## config.mk

```make
export PLATFORM = sky130hd
export DESIGN_NAME = fp_int_mul_seq
export DESIGN_NICKNAME = d
export VERILOG_FILES = /design/src/rtl/fp_int_mul_pkg.sv /design/src/rtl/fp_int_res_fifo.sv /design/src/rtl/fp_int_mul_seq.sv
export SDC_FILE = /design/constraint.sdc
export NUM_CORES = 1
export LEC_CHECK = 0
export ABC_AREA = 1
export ABC_CLOCK_PERIOD_IN_PS = 8800
export CORE_ASPECT_RATIO = 1.2
export CORE_UTILIZATION = 35
export CTS_BUF_LIST = sky130_fd_sc_hd__clkbuf_2 sky130_fd_sc_hd__clkbuf_4 sky130_fd_sc_hd__clkbuf_8
export DETAILED_ROUTE_END_ITERATION = 12
export RECOVER_POWER = 100
export SETUP_SLACK_MARGIN = 0.05
export SYNTH_ARGS = -nofsm -noshare
export SYNTH_HDL_FRONTEND = slang
export SYNTH_HIERARCHICAL = 1
export SYNTH_SLANG_ARGS = --single-unit
```

## constraint.sdc

```tcl
create_clock -name clk -period 8.8 [get_ports clk]
set_clock_uncertainty 0.1 [all_clocks]
set_input_delay 0.88 -clock clk [delete_from_list [all_inputs] [get_ports clk]]
set_output_delay 0.88 -clock clk [all_outputs]
set_load 0.05 [all_outputs]
```

## src/rtl/fp_int_mul_pkg.sv

```systemverilog
// Shared types and constants for the bit-serial fp16 x intN multiplier issue path.
// Result struct is packed so it can travel as a plain vector through the FIFO.
package fp_int_mul_pkg;

  localparam int FP16_EXP_W = 5;
  localparam int FP16_MAN_W = 10;
  localparam int MANT_ACC_W = 14;
  localparam int PREC_MIN   = 2;
  localparam int PREC_W     = 4;
  localparam int RES_W      = 1 + FP16_EXP_W + MANT_ACC_W;

  typedef enum logic {
    IDLE  = 1'b0,
    ISSUE = 1'b1
  } state_t;

  typedef struct packed {
    logic                  sign;
    logic [FP16_EXP_W-1:0] exp;
    logic [MANT_ACC_W-1:0] mant;
  } res_t;

  function automatic logic [PREC_W-1:0] clamp_prec(input logic [PREC_W-1:0] p,
                                                   input logic [PREC_W-1:0] pmax);
    if (p < PREC_W'(PREC_MIN)) return PREC_W'(PREC_MIN);
    if (p > pmax) return pmax;
    return p;
  endfunction

endpackage

```

## src/rtl/fp_int_res_fifo.sv

```systemverilog
// Registered result FIFO; the head is read straight from storage, so a push into an
// empty FIFO becomes visible on the following cycle.
module fp_int_res_fifo
  import fp_int_mul_pkg::*;
#(
  parameter int DEPTH = 4,
  localparam int AW = $clog2(DEPTH)
) (
  input  logic             clk,
  input  logic             rst,
  input  logic             push,
  input  logic [RES_W-1:0] din,
  input  logic             pop,
  output logic [RES_W-1:0] dout,
  output logic             full,
  output logic             empty,
  output logic [AW:0]      count
);

  logic [RES_W-1:0] mem [DEPTH];
  logic [AW:0]      wr_ptr;
  logic [AW:0]      rd_ptr;
  logic             push_ok;
  logic             pop_ok;

  // A push into a full FIFO is only legal when the head leaves in the same cycle.
  assign pop_ok  = pop & ~empty;
  assign push_ok = push & (~full | pop_ok);

  always_ff @(posedge clk) begin
    if (rst) begin
      wr_ptr <= '0;
      rd_ptr <= '0;
    end else begin
      if (push_ok) begin
        mem[wr_ptr[AW-1:0]] <= din;
        wr_ptr <= wr_ptr + 1'b1;
      end
      if (pop_ok) begin
        rd_ptr <= rd_ptr + 1'b1;
      end
    end
  end

  assign count = wr_ptr - rd_ptr;
  assign empty = (count == '0);
  assign full  = (count == (AW+1)'(DEPTH));
  assign dout  = mem[rd_ptr[AW-1:0]];

endmodule

```

## src/rtl/fp_int_mul_seq.sv

```systemverilog
// Issue controller: serialises sign-magnitude weights to the multiplier and collects
// results, issuing only when a FIFO slot is reserved for every in-flight operation.
module fp_int_mul_seq
  import fp_int_mul_pkg::*;
#(
  parameter int ACT_WIDTH = 16,
  parameter int W_MAX     = 8,
  parameter int PREC_RST  = 4,
  parameter int RES_DEPTH = 4
) (
  input  logic                  clk,
  input  logic                  rst,
  input  logic                  cfg_load,
  input  logic [PREC_W-1:0]     cfg_precision,
  output logic                  busy,
  input  logic                  in_valid,
  output logic                  in_ready,
  input  logic [ACT_WIDTH-1:0]  in_act,
  input  logic [W_MAX-1:0]      in_w,
  output logic                  mul_valid,
  output logic [ACT_WIDTH-1:0]  mul_act,
  output logic                  mul_w,
  output logic [PREC_W-1:0]     mul_precision,
  input  logic                  mul_start_acc,
  input  logic                  mul_sign,
  input  logic [FP16_EXP_W-1:0] mul_exp,
  input  logic [MANT_ACC_W-1:0] mul_mant,
  output logic                  res_valid,
  input  logic                  res_ready,
  output logic                  res_sign,
  output logic [FP16_EXP_W-1:0] res_exp,
  output logic [MANT_ACC_W-1:0] res_mant,
  output logic                  err_overflow,
  output logic                  err_spurious,
  output logic                  dbg_state
);

  localparam int CW = $clog2(RES_DEPTH);

  // Handshake: an operation transfers on a cycle where in_valid and in_ready are both
  // high; in_ready never depends on in_valid, and in_act/in_w are sampled only then.

  state_t             state;
  state_t             state_nxt;
  logic [2:0]         bc;
  logic [PREC_W-1:0]  prec_q;
  logic [W_MAX-1:0]   w_q;
  logic [CW:0]        inflight;
  logic [CW:0]        fifo_count;
  logic [CW+1:0]      used;
  logic               fifo_full;
  logic               fifo_empty;
  logic               credit_ok;
  logic               last_bit;
  logic               advance;
  logic               accept;
  logic               pop;
  logic               have_inflight;
  logic               retire;
  logic               push;
  logic [2:0]         first_idx;
  logic [2:0]         next_idx;
  res_t               res_in;
  logic [RES_W-1:0]   res_head;

  assign last_bit  = (state == ISSUE) && ({1'b0, bc} == prec_q - 4'd1);
  assign advance   = (state == ISSUE) && !last_bit;
  assign used      = (CW+2)'(fifo_count) + (CW+2)'(inflight);
  assign credit_ok = used < (CW+2)'(RES_DEPTH);
  assign in_ready  = credit_ok & ((state == IDLE) | last_bit) & ~rst;
  assign accept    = in_valid & in_ready;

  assign first_idx = 3'(prec_q - 4'd1);
  assign next_idx  = 3'(prec_q - 4'd2 - {1'b0, bc});

  assign res_valid     = ~fifo_empty;
  assign pop           = res_valid & res_ready;
  assign have_inflight = (inflight != '0);
  assign retire        = mul_start_acc & have_inflight;
  assign push          = retire & (~fifo_full | pop);

  assign mul_valid     = (state == ISSUE);
  assign mul_precision = prec_q;
  assign busy          = (state != IDLE) | have_inflight;
  assign dbg_state     = state;

  always_comb begin
    state_nxt = state;
    if (accept) begin
      state_nxt = ISSUE;
    end else if (last_bit) begin
      state_nxt = IDLE;
    end
  end

  always_ff @(posedge clk) begin
    if (rst) begin
      state <= IDLE;
    end else begin
      state <= state_nxt;
    end
  end

  // mul_w is pre-selected one cycle ahead so the multiplier sees a registered bit.
  always_ff @(posedge clk) begin
    if (rst) begin
      bc      <= '0;
      w_q     <= '0;
      mul_act <= '0;
      mul_w   <= 1'b0;
    end else if (accept) begin
      bc      <= '0;
      w_q     <= in_w;
      mul_act <= in_act;
      mul_w   <= in_w[first_idx];
    end else if (advance) begin
      bc      <= bc + 3'd1;
      mul_w   <= w_q[next_idx];
    end
  end

  // A load coinciding with an accept is dropped so an operation never sees prec_q move.
  always_ff @(posedge clk) begin
    if (rst) begin
      prec_q <= PREC_W'(PREC_RST);
    end else if (cfg_load && !busy && !accept) begin
      prec_q <= clamp_prec(cfg_precision, PREC_W'(W_MAX));
    end
  end

  always_ff @(posedge clk) begin
    if (rst) begin
      inflight     <= '0;
      err_overflow <= 1'b0;
      err_spurious <= 1'b0;
    end else begin
      inflight <= inflight + (CW+1)'(accept) - (CW+1)'(retire);
      if (mul_start_acc && !have_inflight) begin
        err_spurious <= 1'b1;
      end
      if (mul_start_acc && fifo_full && !pop) begin
        err_overflow <= 1'b1;
      end
    end
  end

  assign res_in = '{sign: mul_sign, exp: mul_exp, mant: mul_mant};

  fp_int_res_fifo #(
    .DEPTH (RES_DEPTH)
  ) u_res_fifo (
    .clk   (clk),
    .rst   (rst),
    .push  (push),
    .din   (res_in),
    .pop   (pop),
    .dout  (res_head),
    .full  (fifo_full),
    .empty (fifo_empty),
    .count (fifo_count)
  );

  assign {res_sign, res_exp, res_mant} = res_head;

endmodule

```

## Word level (Yosys, flattened, before mapping)

Memories as Yosys holds them, arrays and structs flattened. A register that Yosys moved wholly into a read port is not among the register bits.
Index checks and enable logic that the tools add are counted.

- Output and inout port bits: 48
- Memories kept: 1
- Bits in writable memories: 80
- Logic and storage cells: 86
- Register bits after elaboration: 44
- Input port bits: 54

- Reductions and logical operators: 17
- Bitwise logic cells: 16
- Equality and inequality tests: 2
- Add/subtract/negate cells: 10
- Order comparisons: 5
- Multiplexer cells: 24

Memory list:

| name | words | bits a word | rd ports | clocked after Yosys merged registers in | write ports | line | text |
|---|---|---|---|---|---|---|---|
| u_res_fifo.mem | 4 | 20 | 1 | 1 | 1 | fp_int_res_fifo.sv:20 | `logic [RES_W-1:0] mem [DEPTH];` |

Operators by type and width:

| cell | number |
|---|---|
| $mux 1 | 16 |
| $mux 4 | 4 |
| $add 3x1->3 const B | 3 |
| $and 1x1->1 | 8 |
| $lt 3x4->1 const B | 2 |
| $logic_and 1x1->1 | 7 |
| $bmux 1 s3 | 2 |
| $sub 3x3->3 | 2 |
| $logic_not 1->1 | 5 |
| $add 3x3->4 | 1 |
| $eq 3x4->1 | 1 |
| $gt 4x4->1 const B | 1 |
| $lt 4x2->1 const B | 1 |
| $lt 4x3->1 const B | 1 |
| $mux 2 | 2 |
| $not 1->1 | 4 |
| $or 1x1->1 | 4 |
| $reduce_bool 2->1 | 2 |
| $sub 4x1->4 const B | 1 |
| $add 3x1->3 | 1 |
| $eq 3x3->1 const B | 1 |
| $logic_not 3->1 | 1 |
| $reduce_bool 3->1 | 1 |
| $sub 3x1->3 | 1 |
| 2 further kinds | 2 |

## Depth between registers and ports, before layout

- Depth in word-level cells: 16
- Gate-level depth with buffers: 23
- Mapped depth without buffers: 22

## By module

The synthesis kept the hierarchy.

By module, submodules not included:

| module | times used | sequential area each (sq um) | area an instance (sq um) | cells each |
|---|---|---|---|---|
| fp_int_res_fifo | 1 | 2,562.5 | 3,473.3 | 273 |
| fp_int_mul_seq | 1 | 760.7 | 2,090.8 | 334 |

## Worst setup path after synthesis

OpenSTA, ideal clock, no wires.

- Path type: register -> register
- Start: reg u_res_fifo.wr_ptr[0]
- End: mem u_res_fifo/mem[0][0] (netlist bit), enable pin
- Clock period less this slack: 3.654 ns
- Setup time: 0.397 ns
- Path buffers: 0
- Data required time: 8.303 ns
- Slack: 5.146 ns
- Cell stages (with the launch flop): 17
- Data arrival time: 3.157 ns
- Cells stage by stage: dfxtp_1 -> inv_1 -> ha_1 -> fa_1 -> inv_1 -> nand2_1 -> nand3_1 -> nand2_2 -> nand2_2 -> inv_1 -> nor2_1 -> nor2_1 -> nor3_1 -> nand2_1 -> inv_2 -> nand2_2 -> nor2_1

- Cells in the longest elaborated chain, start to end: 10
- Elaborated cells on any way between the ends: 14
- Classes of those cells: add/sub (1); eq/ne (1); mux (3); bitwise (8); reduce/logical (1)

RTL lines:

| element | line | text |
|---|---|---|
| start: declaration | fp_int_res_fifo.sv:21 | `logic [AW:0] wr_ptr;` |
| start signal: assignment | fp_int_res_fifo.sv:37 | `wr_ptr <= wr_ptr + 1'b1;` |
| $sub 3x3->3 | fp_int_res_fifo.sv:45 | `assign count = wr_ptr - rd_ptr;` |
| $logic_not 3->1 | fp_int_res_fifo.sv:46 | `assign empty = (count == '0);` |
| via fifo_empty | fp_int_mul_seq.sv:52 | `logic fifo_empty;` |
| $not 1->1 | fp_int_mul_seq.sv:76 | `assign res_valid = ~fifo_empty;` |
| $and 1x1->1 | fp_int_mul_seq.sv:77 | `assign pop = res_valid & res_ready;` |
| via pop | fp_int_mul_seq.sv:57 | `logic pop;` |
| $or 1x1->1 | fp_int_mul_seq.sv:80 | `assign push = retire & (~fifo_full \| pop);` |
| $and 1x1->1 | fp_int_mul_seq.sv:80 |  |
| via push | fp_int_mul_seq.sv:60 | `logic push;` |
| $and 1x1->1 | fp_int_res_fifo.sv:28 | `assign push_ok = push & (~full \| pop_ok);` |
| $mux 1 | fp_int_res_fifo.sv:35 | `if (push_ok) begin` |
| $mux 1 | fp_int_res_fifo.sv:31 | `if (rst) begin` |
| $mux 1 (not written as such) | fp_int_res_fifo.sv:36 | `mem[wr_ptr[AW-1:0]] <= din;` |
| end: declaration | fp_int_res_fifo.sv:20 |  |

The timed path passes the listed nets, and every way through them passes these cells.

## Worst setup path after layout

- Start: reg u_res_fifo.wr_ptr[0]
- End: reg inflight[2]

- Cells in the longest elaborated chain, start to end: 8

RTL lines:

| element | line | text |
|---|---|---|
| $sub 3x3->3 | fp_int_res_fifo.sv:45 |  |
| via fifo_count[2] | fp_int_mul_seq.sv:49 | `logic [CW:0] fifo_count;` |
| $add 3x3->4 | fp_int_mul_seq.sv:68 | `assign used = (CW+2)'(fifo_count) + (CW+2)'(inflight);` |
| $lt 4x3->1 | fp_int_mul_seq.sv:69 | `assign credit_ok = used < (CW+2)'(RES_DEPTH);` |
| $and 1x1->1 (2 in series) | fp_int_mul_seq.sv:70 | `assign in_ready = credit_ok & ((state == IDLE) \| last_bit) & ~rst;` |
| $and 1x1->1 | fp_int_mul_seq.sv:71 | `assign accept = in_valid & in_ready;` |
| $add 3x1->3 | fp_int_mul_seq.sv:137 | `inflight <= inflight + (CW+1)'(accept) - (CW+1)'(retire);` |
| $sub 3x1->3 | fp_int_mul_seq.sv:137 |  |
| end signal: assignment | fp_int_mul_seq.sv:137 |  |
| end: declaration | fp_int_mul_seq.sv:48 | `logic [CW:0] inflight;` |

The timed path passes the listed nets, and every way through them passes these cells.
A chain may end at the register's enable or synchronous reset.

==> qor.txt <==
Cells after Synth = 607
Simple-gate share of the synthesized area = 19.65%
Syn_nets = 678
Final Routed Wirelength = 12.08 mm
Cell mode on critical path = inv_1
CP peak stage delay = 1.40 ns
Most instantiated cells after synthesis = nor2_1, nand2_1, inv_1, edfxtp_1, o21ai_0
Slew at the pin closest to its max-slew limit = 2.073 ns
Switch share = 44.07%
Die outline width = 117.1 um
Primary FF master, synth = edfxtp_1
RSZ-0062 raised after global routing = false
Largest net degree at the start of global routing = 60
Nets = 777
Slowest cell on the critical path = nand3_1
Routed wire per std cell = 13.03 um
Reg2Reg Setup Slack = 3.29 ns
Largest family of logic cells by synthesized area = simple AND/OR/NAND/NOR gates
Net switching power = 1.011 mW
Max Freq = 0.1814 GHz
Buffers added on ports = 101
Crit end category = flop
Fin crit share = 62.65%
Top Layer Used = met4
Hold depth = 2
Min Tclk post-route = 5.513 ns
Most area-consuming cells after synthesis = edfxtp_1, dfxtp_1, nor2_1
Most common cell in the synthesized netlist = nor2_1
Post-synth top area cell = edfxtp_1
Die ar. = 16410 um2
Xor-xnor portion of the synthesized cell area = 0.6296%
Worst Path Required = 9.06 ns
Status = finished with violations
Hold buffer count at CTS = 0
Clock buffer depth = 2
Overall routing resource usage = 15.99%
Die Y = 140.1 um
FF-to-FF Start = u_res_fifo/wr_ptr[0]
Clock Root Buffer = clkbuf_8
Setup violations, final = 0
Post-synth ARST share = 0%
Lkg Pwr = 3.012 nW
Compound-Gate Fraction of Synth Area = 8.185%
Avg Cell Area, Syn = 9.167 um2
First-pass GRT wire length = 20.15 mm
Starting DRT DRC Count = 243
Routed vias/inst = 4.629
Hold Crit Start = err_spurious
Finished Core Util = 45.38%
CTS tree = built
Share of cells above drive strength 1 = 5.285%
Reg2reg path depth = 22
Worst path top cell family by delay = adder cells
Violated checks = max-capacitance violations, max-slew violations
Initial core utilization = 35.72%
Post-CTS setup buffers = 0
Count of pins over their slew limit = 144
Area growth syn-to-layout = 27.05%
Hold WS = 0.3662 ns
DR DRC count = 0
Multiplexer share of the synthesized area = 0%
WS Path Type = reg -> reg
Clock power frac = 19.6%
Total clock sinks = 126
Setup TNS = 0 ns
Met2 routed WL = 5.793 mm
Proportion of netlist area held by the largest area contributor = 43.18%
Antenna violations before repair = 0
Hold Violations, Final = 0
Routed Antenna Nets = 0
Capturing point of the worst reg2reg path = inflight[2]
Vias = 4291
Drt first pass iters = 4
Crit start category = flop
Htree depth = 4
Int Power = 1.283 mW
Slew headroom = -38.61%
Register area share after synthesis = 59.73%
#FFs+latches synth = 126
WL met1 = 5.287 mm
Yosys warnings = 6
RePlAce Congestion = 0.8325
Post-synth EDFFs = 80
Reg power frac = 34.7%
P per Cell Area = 324.5 nW/um2
Num CTS Buffers = 17
Critical path fanouts, max = 59
Final HPWL DP = 8.004 mm
N_diodes = 0
Worst-path cell chain = inv_1 > ha_1 > fa_1 > inv_1 > nand2_1 > nand2_1 > nand2_1 > nand2_1 > inv_1 > ha_1 > nor2_1 > nand3_1 > inv_1 > nand3_1 > ha_1 > inv_1 > ha_1 > inv_1 > fa_1 > inv_1 > o21ai_0 > a21oi_1
HP Class = reg -> reg
Adder-Cell Fraction of Synth Area = 4.093%
Metal3 WL = 817 um
Total grt overflow = 0
Gate power share = 45.7%
Hold path endpoint = err_spurious
Worst ir drop on vdd = 0.0001778 V
Core ar. = 15580 um2
Clk_lat worst skew = 0.43 ns
Cell Rows = 50
Arr. time, crit path = 5.77 ns
# Max-Cap Violations = 5
Distinct cells, synth = 29
I/O pins = 102
Vias in the first global route = 4242
Worst path bufs/invs = 7
Clock slew at reported path FFs = 0.07 ns
Synthesized area = 5564 um2
Cts repair resizes = 0
worst max path at each step:
stage / slack [ns] / cells past startpoint / to / startpoint
6_report: 3.29 / 22 / inflight[2] / u_res_fifo/wr_ptr[0]
5_1_grt: 2.66 / 22 / inflight[2] / u_res_fifo/wr_ptr[0]
4_1_cts: 4.05 / 22 / inflight[2] / u_res_fifo/wr_ptr[0]
3_5_place_dp: 4.07 / 22 / inflight[2] / u_res_fifo/wr_ptr[0]
3_3_place_gp: 4.27 / 22 / inflight[2] / u_res_fifo/wr_ptr[0]
2_1_floorplan: 5.15 / 16 / u_res_fifo/mem[0][0] / u_res_fifo/wr_ptr[0]
cells in the final DEF (no fill, tap or decap), types with 2 or more instances in the layout:
| cell type | n |
|---|---|
| nand2_1 | 110 |
| ha_1 | 15 |
| edfxtp_1 | 80 |
| nor2_1 | 123 |
| clkdlybuf4s50_1 | 32 |
| nand3_1 | 22 |
| clkinv_2 | 3 |
| inv_2 | 2 |
| nand2_2 | 2 |
| nor3_1 | 3 |
| clkinv_1 | 3 |
| dfxtp_1 | 46 |
| xor2_1 | 2 |
| a21oi_1 | 14 |
| o21ai_0 | 49 |
| clkinvlp_4 | 3 |
| dlygate4sd3_1 | 69 |
| fa_1 | 2 |
| xnor2_1 | 2 |
| inv_1 | 84 |
| clkbuf_4 | 3 |
| clkbuf_8 | 17 |
| o22ai_1 | 20 |
kinds of logic (layout without fill, tap and decap cells):
| logic type | after synthesis | count (layout) |
|---|---|---|
| buffers and inverters | 108 | 220 |
| AND/OR/NAND/NOR | 267 | 267 |
| AO/OA/AOI/OAI | 85 | 85 |
| flip-flops | 126 | 126 |
| adder cells (fa/ha/maj) | 17 | 17 |
| XOR/XNOR | 4 | 4 |
per-layer routing:
layer	up-vias	track usage [%]
met5	-	0
met4	0	6.129
met3	16	4.976
met2	137	26.25
met1	1980	19.43
li1	2158	-
power groups by stage:
stage                     Clock, mW  Sequential [mW]  Combinational (mW)
final                         0.450            0.795                1.05
after global routing          0.491            0.808                1.15
after CTS                     0.467            0.797                1.10
after detailed placement          0            0.809                1.09
after global placement            0            0.804                1.07
after floorplan                   0            0.933               0.637
sequential cells by signal, indices dropped and copies added, names as in the netlist, named ones only:
| name | count |
|---|---|
| inflight | 3 |
| u_res_fifo/rd_ptr | 3 |
| bc | 3 |
| mul_precision | 4 |
| mul_act | 16 |
| mul_w | 1 |
| u_res_fifo/wr_ptr | 3 |
| dbg_state | 1 |
| err_overflow | 1 |
| w_q | 8 |
| u_res_fifo/mem | 80 |
| err_spurious | 1 |
tightest hold or removal path, delay by kind of cell (launching register included):
kind                   cells  cell delay, ns
buffers and inverters      1            0.05
AO/OA/AOI/OAI              1            0.06
flip-flops                 1            0.32
metrics by stage:
stage	total power [mW]	area (um2)	worst slack, ns	std cells
global placement	1.878	6746	4.270	895
floorplan	1.570	5564	5.146	607
CTS	2.363	7099	4.051	927
detailed placement	1.902	6746	4.071	895
global route	2.452	7069	2.656	927
finish	2.294	7069	3.287	927
cell type report:
class	count	area (um2)
inverter	86	322.8
multi-input combinational	373	1792
clock buffer	20	256.5
sequential	126	3323
fill	1468	8508
timing repair buffer	102	1018
tap	208	260.3
clock inverter	12	96.34
No activity file was read; power rests on OpenSTA's default activity.
